--- src/rtl/sc_point_datapath_pkg.sv ---
// Shared definitions for the point game: shift-select encodings and the
// default geometry/timing used by the datapath, state machine and top level.
package sc_point_datapath_pkg;

  // Encoding of the two-bit shift select issued by the point state machine.
  typedef enum logic [1:0] {
    SHIFT_NONE  = 2'b00,
    SHIFT_LEFT  = 2'b01,
    SHIFT_RIGHT = 2'b10,
    SHIFT_HOLD  = 2'b11
  } shift_sel_e;

  localparam int          DEF_WIDTH      = 8;
  localparam int          DEF_ROWS       = 8;
  localparam int          DEF_ROW_BITS   = 3;
  localparam int          DEF_TICK_DIV   = 25000000;
  localparam int          DEF_TICK_BITS  = 25;
  localparam logic [7:0]  DEF_INIT_POINT = 8'b0001_0000;

endpackage

--- src/rtl/sc_point_datapath_if.sv ---
// Control/T0 bundle between the point state machine (master) and the
// datapath (slave). The datapath answers strobes and raises the T0 request.
interface sc_point_datapath_if #(
  parameter int WIDTH    = 8,
  parameter int ROW_BITS = 3
);
  logic                SC_POINTDATAPATH_clear_InLow;
  logic                SC_POINTDATAPATH_load0_InLow;
  logic [1:0]          SC_POINTDATAPATH_shiftselection_In;
  logic                SC_POINTDATAPATH_mux_In;
  logic [WIDTH-1:0]    SC_POINTDATAPATH_data_In;
  logic [WIDTH-1:0]    SC_POINTDATAPATH_point_Out;
  logic [ROW_BITS-1:0] SC_POINTDATAPATH_row_Out;
  logic                SC_POINTDATAPATH_T0_OutLow;
  logic                SC_POINTDATAPATH_bottom_OutHigh;
  logic                SC_POINTDATAPATH_overrun_OutHigh;

  modport master (
    output SC_POINTDATAPATH_clear_InLow,
    output SC_POINTDATAPATH_load0_InLow,
    output SC_POINTDATAPATH_shiftselection_In,
    output SC_POINTDATAPATH_mux_In,
    output SC_POINTDATAPATH_data_In,
    input  SC_POINTDATAPATH_point_Out,
    input  SC_POINTDATAPATH_row_Out,
    input  SC_POINTDATAPATH_T0_OutLow,
    input  SC_POINTDATAPATH_bottom_OutHigh,
    input  SC_POINTDATAPATH_overrun_OutHigh
  );

  modport slave (
    input  SC_POINTDATAPATH_clear_InLow,
    input  SC_POINTDATAPATH_load0_InLow,
    input  SC_POINTDATAPATH_shiftselection_In,
    input  SC_POINTDATAPATH_mux_In,
    input  SC_POINTDATAPATH_data_In,
    output SC_POINTDATAPATH_point_Out,
    output SC_POINTDATAPATH_row_Out,
    output SC_POINTDATAPATH_T0_OutLow,
    output SC_POINTDATAPATH_bottom_OutHigh,
    output SC_POINTDATAPATH_overrun_OutHigh
  );
endinterface

--- src/rtl/sc_point_datapath_prescaler.sv ---
// Move-tick generator: free-running prescaler that raises the active-low T0
// request at terminal count, holds it until load0 acknowledges it, and flags
// a sticky overrun when a tick arrives while the previous one is unanswered.
module sc_tick_prescaler
  import sc_point_datapath_pkg::*;
#(
  parameter int TICK_DIV  = DEF_TICK_DIV,
  parameter int TICK_BITS = DEF_TICK_BITS
) (
  input  logic clk,
  input  logic rst,
  input  logic clear_InLow,
  input  logic load0_InLow,
  output logic T0_OutLow,
  output logic overrun_OutHigh
);

  localparam logic [TICK_BITS-1:0] TERMINAL = TICK_BITS'(TICK_DIV - 1);

  logic [TICK_BITS-1:0] cnt_q, cnt_d;
  logic                 t0_q, t0_d;
  logic                 overrun_q, overrun_d;
  logic                 terminal;

  // Next-state for counter, request and overrun; clear beats a same-edge tick,
  // and a tick coinciding with an acknowledge simply re-arms the request.
  always_comb begin
    terminal  = (cnt_q == TERMINAL);
    cnt_d     = cnt_q;
    t0_d      = t0_q;
    overrun_d = overrun_q;
    if (!clear_InLow) begin
      cnt_d     = '0;
      t0_d      = 1'b1;
      overrun_d = 1'b0;
    end else begin
      cnt_d = terminal ? '0 : cnt_q + TICK_BITS'(1);
      if (terminal) begin
        t0_d = 1'b0;
        if (!t0_q && load0_InLow) begin
          overrun_d = 1'b1;
        end
      end else if (!load0_InLow) begin
        t0_d = 1'b1;
      end
    end
  end

  // Prescaler, request and overrun registers with synchronous reset.
  always_ff @(posedge clk) begin
    if (rst) begin
      cnt_q     <= '0;
      t0_q      <= 1'b1;
      overrun_q <= 1'b0;
    end else begin
      cnt_q     <= cnt_d;
      t0_q      <= t0_d;
      overrun_q <= overrun_d;
    end
  end

  assign T0_OutLow       = t0_q;
  assign overrun_OutHigh = overrun_q;

endmodule

--- src/rtl/sc_point_datapath.sv ---
// Point game datapath: executes the state machine's active-low strobes on the
// column pattern and row index, and hosts the T0 move-tick generator.
module sc_point_datapath
  import sc_point_datapath_pkg::*;
#(
  parameter int               WIDTH      = DEF_WIDTH,
  parameter int               ROWS       = DEF_ROWS,
  parameter int               ROW_BITS   = DEF_ROW_BITS,
  parameter int               TICK_DIV   = DEF_TICK_DIV,
  parameter int               TICK_BITS  = DEF_TICK_BITS,
  parameter logic [WIDTH-1:0] INIT_POINT = DEF_INIT_POINT
) (
  input  logic                SC_POINTDATAPATH_CLOCK_50,
  input  logic                SC_POINTDATAPATH_RESET_InHigh,
  sc_point_datapath_if.slave  bus
);

  localparam logic [ROW_BITS-1:0] LAST_ROW = ROW_BITS'(ROWS - 1);

  logic [WIDTH-1:0]    point_q, point_d;
  logic [ROW_BITS-1:0] row_q, row_d;
  logic                bottom_q, bottom_d;
  shift_sel_e          shift_sel;

  // Point/row next state: clear, then seed load, then move, then shift.
  // A move on the same cycle as a shift request drops the shift.
  always_comb begin
    point_d   = point_q;
    row_d     = row_q;
    bottom_d  = 1'b0;
    shift_sel = shift_sel_e'(bus.SC_POINTDATAPATH_shiftselection_In);
    if (!bus.SC_POINTDATAPATH_clear_InLow) begin
      point_d = INIT_POINT;
      row_d   = '0;
    end else if (!bus.SC_POINTDATAPATH_mux_In) begin
      point_d = (bus.SC_POINTDATAPATH_data_In == '0) ? INIT_POINT
                                                     : bus.SC_POINTDATAPATH_data_In;
    end else if (!bus.SC_POINTDATAPATH_load0_InLow) begin
      if (row_q == LAST_ROW) begin
        row_d    = '0;
        bottom_d = 1'b1;
      end else begin
        row_d = row_q + ROW_BITS'(1);
      end
    end else begin
      case (shift_sel)
        SHIFT_LEFT: begin
          if (!point_q[WIDTH-1]) begin
            point_d = point_q << 1;
          end
        end
        SHIFT_RIGHT: begin
          if (!point_q[0]) begin
            point_d = point_q >> 1;
          end
        end
        default: begin
          point_d = point_q;
        end
      endcase
    end
  end

  // Point, row and wrap-pulse registers with synchronous reset.
  always_ff @(posedge SC_POINTDATAPATH_CLOCK_50) begin
    if (SC_POINTDATAPATH_RESET_InHigh) begin
      point_q  <= INIT_POINT;
      row_q    <= '0;
      bottom_q <= 1'b0;
    end else begin
      point_q  <= point_d;
      row_q    <= row_d;
      bottom_q <= bottom_d;
    end
  end

  sc_tick_prescaler #(
    .TICK_DIV  (TICK_DIV),
    .TICK_BITS (TICK_BITS)
  ) u_tick (
    .clk             (SC_POINTDATAPATH_CLOCK_50),
    .rst             (SC_POINTDATAPATH_RESET_InHigh),
    .clear_InLow     (bus.SC_POINTDATAPATH_clear_InLow),
    .load0_InLow     (bus.SC_POINTDATAPATH_load0_InLow),
    .T0_OutLow       (bus.SC_POINTDATAPATH_T0_OutLow),
    .overrun_OutHigh (bus.SC_POINTDATAPATH_overrun_OutHigh)
  );

  assign bus.SC_POINTDATAPATH_point_Out      = point_q;
  assign bus.SC_POINTDATAPATH_row_Out        = row_q;
  assign bus.SC_POINTDATAPATH_bottom_OutHigh = bottom_q;

endmodule

--- src/flat_wrapper.sv ---
// flat-port wrapper written by rule: the top's interface ports become plain ports
module sc_point_datapath_flat import sc_point_datapath_pkg::*;
#(
  parameter int               WIDTH      = DEF_WIDTH,
  parameter int               ROWS       = DEF_ROWS,
  parameter int               ROW_BITS   = DEF_ROW_BITS,
  parameter int               TICK_DIV   = DEF_TICK_DIV,
  parameter int               TICK_BITS  = DEF_TICK_BITS,
  parameter logic [WIDTH-1:0] INIT_POINT = DEF_INIT_POINT
)
  (SC_POINTDATAPATH_CLOCK_50, SC_POINTDATAPATH_RESET_InHigh, bus_SC_POINTDATAPATH_clear_InLow, bus_SC_POINTDATAPATH_load0_InLow, bus_SC_POINTDATAPATH_shiftselection_In, bus_SC_POINTDATAPATH_mux_In, bus_SC_POINTDATAPATH_data_In, bus_SC_POINTDATAPATH_point_Out, bus_SC_POINTDATAPATH_row_Out, bus_SC_POINTDATAPATH_T0_OutLow, bus_SC_POINTDATAPATH_bottom_OutHigh, bus_SC_POINTDATAPATH_overrun_OutHigh);
  sc_point_datapath_if #(.WIDTH(WIDTH), .ROW_BITS(ROW_BITS)) bus_i ();
  input  logic SC_POINTDATAPATH_CLOCK_50;
  input  logic SC_POINTDATAPATH_RESET_InHigh;
  input wire logic [$bits(bus_i.SC_POINTDATAPATH_clear_InLow)-1:0] bus_SC_POINTDATAPATH_clear_InLow;
  input wire logic [$bits(bus_i.SC_POINTDATAPATH_load0_InLow)-1:0] bus_SC_POINTDATAPATH_load0_InLow;
  input wire logic [$bits(bus_i.SC_POINTDATAPATH_shiftselection_In)-1:0] bus_SC_POINTDATAPATH_shiftselection_In;
  input wire logic [$bits(bus_i.SC_POINTDATAPATH_mux_In)-1:0] bus_SC_POINTDATAPATH_mux_In;
  input wire logic [$bits(bus_i.SC_POINTDATAPATH_data_In)-1:0] bus_SC_POINTDATAPATH_data_In;
  output wire logic [$bits(bus_i.SC_POINTDATAPATH_point_Out)-1:0] bus_SC_POINTDATAPATH_point_Out;
  output wire logic [$bits(bus_i.SC_POINTDATAPATH_row_Out)-1:0] bus_SC_POINTDATAPATH_row_Out;
  output wire logic [$bits(bus_i.SC_POINTDATAPATH_T0_OutLow)-1:0] bus_SC_POINTDATAPATH_T0_OutLow;
  output wire logic [$bits(bus_i.SC_POINTDATAPATH_bottom_OutHigh)-1:0] bus_SC_POINTDATAPATH_bottom_OutHigh;
  output wire logic [$bits(bus_i.SC_POINTDATAPATH_overrun_OutHigh)-1:0] bus_SC_POINTDATAPATH_overrun_OutHigh;
  assign bus_i.SC_POINTDATAPATH_clear_InLow = bus_SC_POINTDATAPATH_clear_InLow;
  assign bus_i.SC_POINTDATAPATH_load0_InLow = bus_SC_POINTDATAPATH_load0_InLow;
  assign bus_i.SC_POINTDATAPATH_shiftselection_In = bus_SC_POINTDATAPATH_shiftselection_In;
  assign bus_i.SC_POINTDATAPATH_mux_In = bus_SC_POINTDATAPATH_mux_In;
  assign bus_i.SC_POINTDATAPATH_data_In = bus_SC_POINTDATAPATH_data_In;
  assign bus_SC_POINTDATAPATH_point_Out = bus_i.SC_POINTDATAPATH_point_Out;
  assign bus_SC_POINTDATAPATH_row_Out = bus_i.SC_POINTDATAPATH_row_Out;
  assign bus_SC_POINTDATAPATH_T0_OutLow = bus_i.SC_POINTDATAPATH_T0_OutLow;
  assign bus_SC_POINTDATAPATH_bottom_OutHigh = bus_i.SC_POINTDATAPATH_bottom_OutHigh;
  assign bus_SC_POINTDATAPATH_overrun_OutHigh = bus_i.SC_POINTDATAPATH_overrun_OutHigh;
  sc_point_datapath #(.WIDTH(WIDTH), .ROWS(ROWS), .ROW_BITS(ROW_BITS), .TICK_DIV(TICK_DIV), .TICK_BITS(TICK_BITS), .INIT_POINT(INIT_POINT)) u_core (.SC_POINTDATAPATH_CLOCK_50(SC_POINTDATAPATH_CLOCK_50), .SC_POINTDATAPATH_RESET_InHigh(SC_POINTDATAPATH_RESET_InHigh), .bus(bus_i));
endmodule
--- config.mk ---
export PLATFORM = sky130hd
export DESIGN_NAME = sc_point_datapath_flat
export DESIGN_NICKNAME = d
export VERILOG_FILES = /design/src/rtl/sc_point_datapath_pkg.sv /design/src/rtl/sc_point_datapath_if.sv /design/src/rtl/sc_point_datapath_prescaler.sv /design/src/rtl/sc_point_datapath.sv /design/src/flat_wrapper.sv
export SDC_FILE = /design/constraint.sdc
export NUM_CORES = 1
export LEC_CHECK = 0
export ABC_AREA = 1
export BUFFER_PORTS_ARGS = -buffer_cell sky130_fd_sc_hd__clkbuf_2
export CAP_MARGIN = 20
export CORE_MARGIN = 3
export CORE_UTILIZATION = 40
export CTS_CLUSTER_SIZE = 20
export DETAILED_ROUTE_END_ITERATION = 8
export PLACE_DENSITY_LB_ADDON = 0.2
export SYNTH_ARGS = -nofsm -noshare
export SYNTH_HDL_FRONTEND = slang
export SYNTH_HIERARCHICAL = 1
export SYNTH_SLANG_ARGS = --single-unit
--- constraint.sdc ---
create_clock -name SC_POINTDATAPATH_CLOCK_50 -period 1.25 [get_ports SC_POINTDATAPATH_CLOCK_50]
set_input_delay 0.25 -clock SC_POINTDATAPATH_CLOCK_50 [delete_from_list [all_inputs] [get_ports SC_POINTDATAPATH_CLOCK_50]]
set_output_delay 0.25 -clock SC_POINTDATAPATH_CLOCK_50 [all_outputs]
set_load 0.02 [all_outputs]
==> results by group <==
Run status
  • Outcome: complete, but fails checks
  • Failing checks: setup timing

Yosys
  • Unique cell type count in the Yosys netlist: 30
  • Top cells by count, synth: 92 x nand2_1, 63 x nor2_1, 39 x dfxtp_1
  • Synth warnings: 6
  • Most common cell in the netlist: nand2_1
  • EDFF count, synth: 0
  • Post-synthesis cell area: between 2000 and 2500 sq um
  • Cells after Synth: 346
  • Syn_area_per_cell: 6.63 sq um
  • Yosys top cell area share: 0.340
  • Register bit total from synthesis: 39
  • Asr flop ratio synth: 0
  • Most common flop cell mapped by yosys: dfxtp_1
  • Seq/Total Area, Yosys: 0.340
  • Cells taking the most area after synthesis: dfxtp_1 34%, nand2_1 15%, nor2_1 10%
  • Syn Nets: 364
  • Cell taking the most area after synthesis: dfxtp_1

STA
  • Hold slack final: 0.271 ns
  • Tightest Pin Transition: 0.712 ns
  • Worst Slack Setup Final: -0.0838 ns
  • RSZ-0062 raised after global routing: yes
  • Max Freq: around 0.75 GHz
  • Final Hold Fails: 0
  • Total negative slack: -1.82 ns
  • Tmin final: 1.33 ns
  • Slew Viols, Final: 0
  • Count of final setup violators: 26
  • Clock Skew: 0.00626 ns
  • Final clock period utilization by the worst path: 1.07
  • Max-slew headroom: 0.525

Global route
  • Largest net degree at the start of global routing: 13
  • Vias in the first global route: 2238
  • First-pass GRT wire length: 10.2 mm
  • Initial antenna violation count: 0
  • Gr ovfl total: 0
  • Total GRT Usage: 0.198

Power
  • Leak: between 1 and 1.5 nW
  • Peak VDD IR: 669 uV
  • Pwr Density: approximately 760 nW/um^2
  • Power, Total: 2.48 mW

Layout
  • Util after Layout: 0.613
  • Sequential Area: roughly 790 sq um
  • Fill cells: 475
  • Layout cells sized above 1: 0.400
  • Final non-filler cell total: 500
  • Area growth, synth to finish: 42.5%
  • Number of diodes: 0
  • Design Area, Final: 3270 sq um
  • Area occupied by multi-input gates: 1580 sq um
  • Layout Nets: 447

Placed design
  • Placed Area: roughly 2800 sq um
  • Place WS: -0.194 ns
  • DP Cell Count: approximately 500
  • I/O Buffers: 28
  • HPWL Detailed: 4.35 mm
  • Gpl congestion: ~0.9

Die
  • Die height: 81.7 microns
  • Row cnt: 26
  • I/O pin count: 29
  • Die area: 6680 sq um
  • Die X: around 82 microns
  • Core area: approximately 5300 sq um
  • Initial cell density of the core: 0.430

CTS
  • CTS Hold Bufs: 0
  • CTS Sinks: 39
  • CTS tree: yes
  • Clock Tree Root: clkbuf_8
  • Clk slew on worst S/H paths: about 0.080 ns
  • Longest Clk Path Bufs: 2
  • CTS H-Tree Depth: 2
  • CTS buffer count: 5
  • Worst-Skew Late Latency: 0.30 ns

Route
  • Vias post-DR: 2463
  • Iter 0 DRT Violations: 199
  • Detailed Route WL: 6.42 mm
  • Final ANT Viol Nets: 0
  • DR vias/cell: 4.93
  • DR WL/cell: 12.8 microns
  • Router iterations before antenna repair: 4
  • Post-route DRC violation count: 0

Min path
  • Hold WC Path Type: primary input to register
  • Hold path cells: 4

Worst setup path
  • Critical path capture point type: register
  • CP Data Arrival Time: 1.53 ns
  • Worst Path Required: 1.44 ns
  • R2r worst-path depth: 8
  • Startpoint types: register
  • Crit path max fanout: 7
  • Critical path class: register to register
  • R2R setup slack: -0.08 ns

Job
  • Max-Cap Viols: 0
where the power goes:
| group | leakage [nW] | switching [mW] | internal (mW) | total [mW] |
|---|---|---|---|---|
| clock | 0.0412 | 0.466 | 0.390 | 0.856 |
| sequential | 0.320 | 0.0223 | 1.26 | 1.28 |
| combinational | 0.952 | 0.207 | 0.137 | 0.344 |
| total | 1.31 | 0.695 | 1.79 | 2.48 |
worst max-delay path, stage by stage, from the launching register on:
cell	delay (ns)
dfxtp_4	0.38
ha_4	0.16
nand2_4	0.05
nor2_4	0.10
nand2_2	0.07
nor2_4	0.15
nand2_8	0.12
nand2_8	0.13
nor2_1	0.06
sequential cells by signal, summed over array words and instances (netlist names):
signal                                      flops
u_core/bus.SC_POINTDATAPATH_row_Out             3
u_core/u_tick/overrun_OutHigh                   1
u_core/u_tick/T0_OutLow                         1
u_core/u_tick/cnt_q                            25
u_core/bus.SC_POINTDATAPATH_bottom_OutHigh      1
u_core/bus.SC_POINTDATAPATH_point_Out           8
final cells by class:
cell class	count	share of cell area
inverter	38	0.0451
tap	70	0.0268
sequential	39	0.243
clock buffer	6	0.0222
multi-input combinational	265	0.482
timing repair buffer	80	0.177
clock inverter	2	0.00383
metal layers:
| metal | vias to the layer above | track usage | share of wire |
|---|---|---|---|
| met2 | 68 | 0.323 | 0.48 |
| met3 | 10 | 0.0384 | 0.051 |
| met1 | 1131 | 0.265 | 0.45 |
| met5 | - | 0 | 0 |
| met4 | 0 | 0.0532 | 0.016 |
| li1 | 1254 | - | - |
cells by family (layout without fill, tap and decap cells):
logic type               count (synthesis)  after routing  share of synthesized area
adder cells (fa/ha/maj)                  3              3                     0.0164
buffers and inverters                   45            126                     0.0998
AO/OA/AOI/OAI                           26             26                     0.0638
flip-flops                              39             39                      0.340
XOR/XNOR                                10             10                     0.0382
AND/OR/NAND/NOR                        223            226                      0.442
path summary, 6_finish.rpt:
check	startpoint	endpoint
max	u_core/u_tick/cnt_q[1]	u_core/u_tick/cnt_q[18]
min	bus_SC_POINTDATAPATH_load0_InLow	u_core/u_tick/T0_OutLow
max reg2reg	u_core/u_tick/cnt_q[1]	u_core/u_tick/cnt_q[18]
min reg2reg	u_core/u_tick/overrun_OutHigh	u_core/u_tick/overrun_OutHigh
cells in the final DEF, fill, tap and decap left out, types with 2 or more instances in the layout:
cell | synthesis | final
nand3_1 | 25 | 21
xor2_1 | 4 | 4
clkbuf_2 | 0 | 28
or2_1 | 0 | 2
nor2_4 | 3 | 17
inv_1 | 35 | 34
xnor2_1 | 6 | 6
nand3b_1 | 2 | 2
nor2_1 | 63 | 42
clkbuf_8 | 0 | 5
buf_6 | 3 | 6
inv_4 | 1 | 2
nand2_1 | 92 | 82
dfxtp_1 | 39 | 30
nand2_2 | 6 | 11
dfxtp_2 | 0 | 8
a21oi_1 | 9 | 7
buf_12 | 0 | 2
nand2_8 | 0 | 4
nand3_2 | 1 | 4
nor2_2 | 17 | 24
buf_4 | 0 | 44
nand3_4 | 1 | 2
ha_1 | 3 | 2
inv_2 | 2 | 2
nand4_1 | 8 | 8
nand2_4 | 1 | 5
o21ai_0 | 12 | 10
a21oi_2 | 1 | 3
timing repair:
action,4_1_cts,5_1_grt
gates resized for setup,21,61
gates cloned,2,1
pin swaps,9,11
endpoints found under the setup margin,25,28
setup buffers,1,2
Power figures use the tool's default switching activity.
